===== src/rtl/room_model_pkg.sv =====
`default_nettype none
// ============================================================================
//  Module   : room_model_pkg
//  Purpose  : Shared types and constants for the room thermal plant model.
//             Holds the temperature range, the operating-mode encoding and
//             the noise LFSR seed.
//  Ports    : none (package)
//  Config   : ROOM_NOISE_EN (consumed by room_thermal_model)
//  Revision : 1.0 - initial release
// ============================================================================
package room_model_pkg;

    localparam int          TEMP_W    = 5;
    localparam logic [4:0]  TEMP_MIN  = 5'd0;
    localparam logic [4:0]  TEMP_MAX  = 5'd31;
    localparam logic [7:0]  LFSR_SEED = 8'hA5;

    // Encoding chosen so that {cooling, heating} maps directly onto a mode.
    typedef enum logic [1:0] {
        DRIFT = 2'd0,
        HEAT  = 2'd1,
        COOL  = 2'd2,
        FAULT = 2'd3
    } room_mode_t;

endpackage
`default_nettype wire


===== src/rtl/room_noise_lfsr.sv =====
`default_nettype none
// ============================================================================
//  Module   : room_noise_lfsr
//  Purpose  : 8-bit Fibonacci LFSR (x^8+x^6+x^5+x^4+1) used to randomly
//             suppress temperature steps. Advances every clock, reloads the
//             seed on reset.
//  Ports    : clk  - system clock
//             rst  - synchronous active-high reset (loads LFSR_SEED)
//             lfsr - current register contents
//  Config   : instantiated only when ROOM_NOISE_EN is defined
//  Revision : 1.0 - initial release
// ============================================================================
module room_noise_lfsr
    import room_model_pkg::*;
(
    input  logic       clk,
    input  logic       rst,
    output logic [7:0] lfsr
);

    logic [7:0] r_lfsr;
    logic       w_feedback;

    // Taps at polynomial degrees 8,6,5,4 -> register bits 7,5,4,3.
    assign w_feedback = r_lfsr[7] ^ r_lfsr[5] ^ r_lfsr[4] ^ r_lfsr[3];

    always_ff @(posedge clk) begin
        if (rst) begin
            r_lfsr <= LFSR_SEED;
        end else begin
            r_lfsr <= {r_lfsr[6:0], w_feedback};
        end
    end

    assign lfsr = r_lfsr;

endmodule
`default_nettype wire


===== config.mk =====
export PLATFORM = sky130hd
export DESIGN_NAME = room_noise_lfsr
export DESIGN_NICKNAME = d
export VERILOG_FILES = /design/src/rtl/room_model_pkg.sv /design/src/rtl/room_noise_lfsr.sv
export SDC_FILE = /design/constraint.sdc
export NUM_CORES = 1
export LEC_CHECK = 0
export ABC_AREA = 1
export CORE_AREA = 2 2 39 41
export CTS_BUF_LIST = sky130_fd_sc_hd__clkbuf_4 sky130_fd_sc_hd__clkbuf_8
export DETAILED_ROUTE_END_ITERATION = 7
export DIE_AREA = 0 0 41 43
export REMOVE_ABC_BUFFERS = 1
export SLEW_MARGIN = 20
export SYNTH_ARGS = -nofsm -noshare
export SYNTH_HDL_FRONTEND = slang
export SYNTH_SLANG_ARGS = --single-unit

===== constraint.sdc =====
create_clock -name clk -period 0.8 [get_ports clk]
set_clock_uncertainty 0.05 [all_clocks]
set_input_delay 0.12 -clock clk [delete_from_list [all_inputs] [get_ports clk]]
set_output_delay 0.12 -clock clk [all_outputs]
set_load 0.1 [all_outputs]

==> summary.md, run 1 <==
| Metric | Value |
|---|---|
| First-pass GRT wire length | 924 um |
| WP data arrival | 0.86 ns |
| CTS clk-pin slew, worst paths | 0.06 ns |
| Layout Nets | 61 |
| Fin util | 0.4186 |
| Area grow syn2layout | 110.5% |
| Hold buffer count at CTS | 0 |
| VDD IR max | 1213 uV |
| DR pass1 iterations | 2 |
| Result of the run | complete, but fails checks |
| # port buffers | 9 |
| Largest net degree at the start of global routing | 8 |
| Share of cells above drive strength 1 | 0.5088 |
| Gp weighted congestion | 0.6963 |
| Relative slew margins | 0.8583 |
| Max-cap violation count | 0 |
| Crit path time final | 1.035 ns |
| Ant diodes | 0 |
| Die Height | 43 um |
| DRT antenna net count | 0 |
| Top Usage Layer GRT | met2 |
| H-tree levels | 1 |
| Worst Path Max Fanout | 4 |
| Antenna violations before repair | 0 |
| Ports | 10 |
| Pwr/cell area | 2150 nW/um^2 |
| Syn avg cell area | 7.440 um^2 |
| R2r setup slk | -0.10 ns |
| DP Area | 503.0 um^2 |
| R2r endpoint | lfsr[0] |
| Setup crit end | lfsr[3] |
| Kind of end point of the critical path | primary output |
| Clock sink count | 8 |
| Worst-skew pair later-pin latency | 0.25 ns |
| Critical Path Source | lfsr[3] |
| Vias | 273 |
| Post-Synthesis Cells | 37 |
| # rows | 14 |
| HPWL after DPL | 397.4 um |
| Die Area | 1763 um^2 |
| Design area | 579.3 um^2 |
| CP Data Required Time | 0.63 ns |
| Fin crit share | 1.293 |
| WS Path Type | reg2out |
| Max reg flops | 8 |
| Root Driver | clkbuf_4 |
| Vias per cell | 3.740 |
| Global route total overflow | 0 |
| GRT met3 Usage | 0.03665 |
| Global Route Usage Sum | 0.08375 |
| Worst min path class | in2reg |
| Post-synthesis register bit count | 8 |
| Die X | 41 um |
| Final Hold Viols | 0 |
| R2R cell count | 5 |
| Fmax | 0.9664 GHz |
| RSZ-0062 raised after global routing | yes |
| DRC | 0 |
| Final setup vio count | 9 |
| CTS tree | done |
| Initial Util | 0.1989 |
| First DRT Iteration DRCs | 1 |
| Number of synthesis warnings | 0 |
| Final wirelength | 573 um |
| Core area | 1384 um^2 |
| Failing checks | negative setup slack |
| Met2 layer usage reported by global route | 0.1156 |
| Worst r2r src | lfsr[4] |
| Yosys cell types | 7 |
| Number of global-route vias before repair | 239 |
| Sequential element share of the synthesized area | 0.5818 |
| Cts bufs inserted | 3 |
| Mapped Area | 275.3 um^2 |
| Grt met1 use | 0.08824 |
| Worst Tran Pin Value | 0.2126 ns |
| Leakage | 0.2979 nW |
| CP startpoint kind | flip-flop |
| Worst setup margin | -0.2348 ns |
| Max clock buf depth | 2 |
| Final Max Tran Viols | 0 |
| Post-DR wirelength/cell | 7.849 um |
[worst max-delay path: stages (launching register included)]
cell,delay (ns)
dfxtp_2,0.35
buf_6,0.10
buf_12,0.16
[cells in the mapped netlist]
cell type,number,area share
inv_1,6,0.082
nand2_1,15,0.20
nor2_1,4,0.055
or2_1,2,0.045
inv_2,1,0.014
dfxtp_1,8,0.58
nand3_1,1,0.018
[layout make-up]
cell class	count	area, um^2
Fill cell	135	804.5
Timing Repair Buffer	17	244.0
Sequential cell	8	175.2
Multi-Input combinational cell	22	88.84
Inverter	7	28.78
Clock buffer	3	22.52
Tap cell	16	20.02
[timing repair]
item	4_1_cts	5_1_grt
buffers inserted	3	0
endpoints found under the setup margin	10	10
pin swaps	2	3
gates resized for setup	16	1
[through the flow]
step	setup TNS, ns	hold WS [ns]	cells	power, mW	setup slack, ns
6_report	-1.416	0.2317	73	1.246	-0.2348
3_5_place_dp	-1.502	0.4060	67	0.9225	-0.2651
5_1_grt	-1.708	0.2518	73	1.308	-0.2719
3_3_place_gp	-1.356	0.4058	67	0.9209	-0.2390
4_1_cts	-1.515	0.2268	73	1.267	-0.2459
2_1_floorplan	-6.422	0.1424	37	0.7350	-0.7455
[layer usage]
metal | vias up | wire length, um | share of wire
met5 | - | 0 | 0
met4 | 0 | 0 | 0
met3 | 0 | 27 | 0.047
met1 | 122 | 221 | 0.39
li1 | 146 | - | -
met2 | 5 | 324 | 0.57
[report_power, final]
group	switching (mW)	internal, mW	total [mW]
Clock	0.128	0.171	0.299
Combinational	0.292	0.184	0.476
Sequential	0.0351	0.435	0.470
[layout by cell type, fill, tap and decap left out, drive strengths merged]
| cell | netlist | layout |
|---|---|---|
| nand2 | 15 | 15 |
| buf | 0 | 16 |
| clkbuf | 0 | 3 |
| or2 | 2 | 2 |
| nor2 | 4 | 4 |
| dlygate4sd2 | 0 | 1 |
| inv | 7 | 7 |
| dfxtp | 8 | 8 |
| nand3 | 1 | 1 |
[logic make-up (layout without fill, tap and decap cells)]
kind of cell	Yosys count	after routing	share of synthesized area
buffers and inverters	7	27	0.09544
and+or+nand+nor	22	22	0.3227
DFF	8	8	0.5818
[how the worst min path moves through the flow]
stage	slack, ns	depth (start not counted)	start	end
6_report	0.23	2	rst	lfsr[4]
5_1_grt	0.25	2	rst	lfsr[4]
4_1_cts	0.23	2	rst	lfsr[4]
3_5_place_dp	0.41	2	lfsr[2]	lfsr[3]
3_3_place_gp	0.41	2	lfsr[2]	lfsr[3]
2_1_floorplan	0.14	1	rst	lfsr[1]
Note: power is estimated with default switching activity, not from simulation.
==> inputs of run 2 (changes only) <==
--- a/config.mk
+++ b/config.mk
@@ -5,12 +5,12 @@
 export SDC_FILE = /design/constraint.sdc
 export NUM_CORES = 1
 export LEC_CHECK = 0
-export ABC_AREA = 1
 export CORE_AREA = 2 2 39 41
 export CTS_BUF_LIST = sky130_fd_sc_hd__clkbuf_4 sky130_fd_sc_hd__clkbuf_8
 export DETAILED_ROUTE_END_ITERATION = 7
 export DIE_AREA = 0 0 41 43
 export REMOVE_ABC_BUFFERS = 1
+export SKIP_CTS_REPAIR_TIMING = 1
 export SLEW_MARGIN = 20
 export SYNTH_ARGS = -nofsm -noshare
 export SYNTH_HDL_FRONTEND = slang
==> run 2 against run 1 <==
  * Routed wire length fell by 20%
  * Register-to-register slack got worse by 0.09 ns
  * Via count decreased by 32%
  * The run still ends with negative setup slack left
  * Setup slack improved by 0.013 ns
  * Clock-buffer cell count stayed put
==> summary.md, run 2 <==
| Metric | Value |
|---|---|
| Result of the run | complete, but fails checks (unchanged) |
| Failing checks | negative setup slack (unchanged) |
| Top cell type's share of synthesized area | 0.6772 (was 0.5818) |
| Number of fill cells | 136 (was 135) |
| Cts bufs inserted | 3 (unchanged) |
| Sequential element share of the synthesized area | 0.6772 (was 0.5818) |
| Global Route Usage Sum | 0.07251 (was 0.08375) |
| Post-synth EDFFs | 0 (unchanged) |
| Ant diodes | 0 (unchanged) |
| RSZ-0062 raised after global routing | yes (unchanged) |
| CP max stage delay | 0.34 ns (was 0.35 ns) |
| CTS tree | done (unchanged) |
| Worst setup margin | -0.2214 ns (was -0.2348 ns) |
| Main flop type after synthesis | dfxtp_1 (unchanged) |
| FFs w/ async S/R, synth | 0 (unchanged) |
| Area grow syn2layout | 124.9% (was 110.5%) |
| Delay-heaviest family, CP | flip-flops (unchanged) |
| HPWL after DPL | 320.4 um (was 397.4 um) |
| # rows | 14 (unchanged) |
| Cell Count, Final, Fillers Out | 54 (was 73) |
| Synth area leaders | dfxtp_1 (68%), nor2b_1 (11%), or2_2 (7.9%) (was dfxtp_1 (58%), nand2_1 (20%), inv_1 (8.2%)) |
| First-pass GRT wire length | 779 um (was 924 um) |
| CP Cell Sequence | buf_6 -> buf_12 (unchanged) |
| CP max stage cell | dfxtp_2 (unchanged) |
| Max clock buf depth | 2 (unchanged) |
| Antenna violations before repair | 0 (unchanged) |
| Final Max Tran Viols | 0 (unchanged) |
| WS Path Type | reg2out (unchanged) |
| Syn avg cell area | 12.45 um^2 (was 7.440 um^2) |
| Root Driver | clkbuf_4 (unchanged) |
| WP data arrival | 0.85 ns (was 0.86 ns) |
| Global route total overflow | 0 (unchanged) |
| Share of cells above drive strength 1 | 0.7632 (was 0.5088) |
| Clock sink count | 8 (unchanged) |
| Number of synthesis warnings | 0 (unchanged) |
| Yosys cell types | 6 (was 7) |
| Fin crit share | 1.277 (was 1.293) |
| Post-synthesis register bit count | 8 (unchanged) |
| CP startpoint kind | flip-flop (unchanged) |
| Layout Nets | 42 (was 61) |
| DRT antenna net count | 0 (unchanged) |
| Largest net degree at the start of global routing | 8 (unchanged) |
| Final Hold Viols | 0 (unchanged) |
| Core area | 1384 um^2 (unchanged) |
| H-tree levels | 1 (unchanged) |
| Buf+Inv Stages, Crit Path | 2 (unchanged) |
| Relative slew margins | 0.8534 (was 0.8583) |
| Post-DR wirelength/cell | 8.519 um (was 7.849 um) |
| Final setup vio count | 10 (was 9) |
| Ports | 10 (unchanged) |
| Gp weighted congestion | 0.6154 (was 0.6963) |
| Pwr/cell area | 2471 nW/um^2 (was 2150 nW/um^2) |
| VDD IR max | 1230 uV (was 1213 uV) |
| Die Height | 43 um (unchanged) |
| Kind of end point of the critical path | primary output (unchanged) |
| Worst-skew pair later-pin latency | 0.25 ns (about the same) |
| Count leader, synth | dfxtp_1 (was nand2_1) |
| Worst min path class | in2reg (unchanged) |
| DR pass1 iterations | 3 (was 2) |
| DRC | 0 (unchanged) |
| Final Power | 1.314 mW (was 1.246 mW) |
| Most frequent cells in the layout | dfxtp_2 (8), buf_12 (8), nor2b_1 (4), buf_6 (4) (was nand2_1 (15), buf_12 (8), dfxtp_2 (6)) |
| Die Area | 1763 um^2 (unchanged) |
| Fin util | 0.3843 (was 0.4186) |
| # port buffers | 9 (unchanged) |
| Vias | 187 (was 273) |
| Placed Instances | 49 (was 67) |
| Number of global-route vias before repair | 199 (was 239) |
| Final wirelength | 460 um (was 573 um) |
| First DRT Iteration DRCs | 1 (unchanged) |
| Max reg flops | 8 (unchanged) |
| Max-cap violation count | 0 (unchanged) |
| Die X | 41 um (unchanged) |
| Post-Synthesis Cells | 19 (was 37) |
| Worst Path Max Fanout | 2 (was 4) |
| Most frequent cells after synthesis | dfxtp_1 (8), nor2b_1 (4), or2_2 (3) (was nand2_1 (15), dfxtp_1 (8), inv_1 (6)) |
| Worst Tran Pin Value | 0.2195 ns (was 0.2126 ns) |
| Fmax | 0.9790 GHz (was 0.9664 GHz) |
| CP Data Required Time | 0.63 ns (about the same) |
| Mapped Area | 236.5 um^2 (was 275.3 um^2) |
| Initial Util | 0.1709 (was 0.1989) |
| Leakage | 0.2401 nW (was 0.2979 nW) |
| Pre-CTS setup slack | -0.3397 ns (was -0.2651 ns) |
| Crit path time final | 1.021 ns (was 1.035 ns) |
| Largest area contributor in the netlist | dfxtp_1 (unchanged) |
| CTS clk-pin slew, worst paths | 0.05 ns (was 0.06 ns) |
| Vias per cell | 3.463 (was 3.740) |
==> run 2: logic make-up after synthesis <==
logic type / count (synthesis) / share of synthesized area
simple gates: 8 / 0.2116
xor+xnor: 3 / 0.1111
flops: 8 / 0.6772
==> run 2: worst paths after layout <==
path,from,to,slack [ns],cells past startpoint
setup / recovery,lfsr[4],lfsr[4],-0.22,2
hold / removal,rst,lfsr[6],0.13,2
setup reg to reg,lfsr[3],lfsr[0],-0.19,4
hold reg to reg,lfsr[6],lfsr[7],0.43,1
==> run 2: power by group <==
part / switching (mW) / internal (mW) / total [mW] / leakage (nW)
clock: 0.126 / 0.171 / 0.297 / 0.0138
combinational: 0.323 / 0.214 / 0.537 / 0.159
sequential: 0.0346 / 0.446 / 0.480 / 0.0672
==> run 2: area by class of cell <==
| class | instances | area (um^2) | area share |
|---|---|---|---|
| tap | 16 | 20.02 | 0.03765 |
| sequential | 8 | 170.2 | 0.3200 |
| timing repair buffer | 16 | 240.2 | 0.4518 |
| clock buffer | 3 | 22.52 | 0.04235 |
| multi-input combinational | 11 | 78.83 | 0.1482 |
==> run 2: per-layer routing <==
metal	vias to the layer above	GRT usage	share of wire
met3	0	0.03141	0.10
met1	82	0.1039	0.48
met4	0	0.08000	0
met5	-	0	0
li1	95	-	-
met2	10	0.06875	0.42
==> run 2: metrics by stage <==
step / hold WS, ns / area (um^2) / setup TNS [ns]
6_report: 0.1306 / 531.8 / -1.723
5_1_grt: 0.1586 / 531.8 / -2.095
4_1_cts: 0.4581 / 486.7 / -2.129
3_5_place_dp: 0.4393 / 464.2 / -1.934
3_3_place_gp: 0.4465 / 464.2 / -1.798
2_1_floorplan: 0.1416 / 236.5 / -6.356
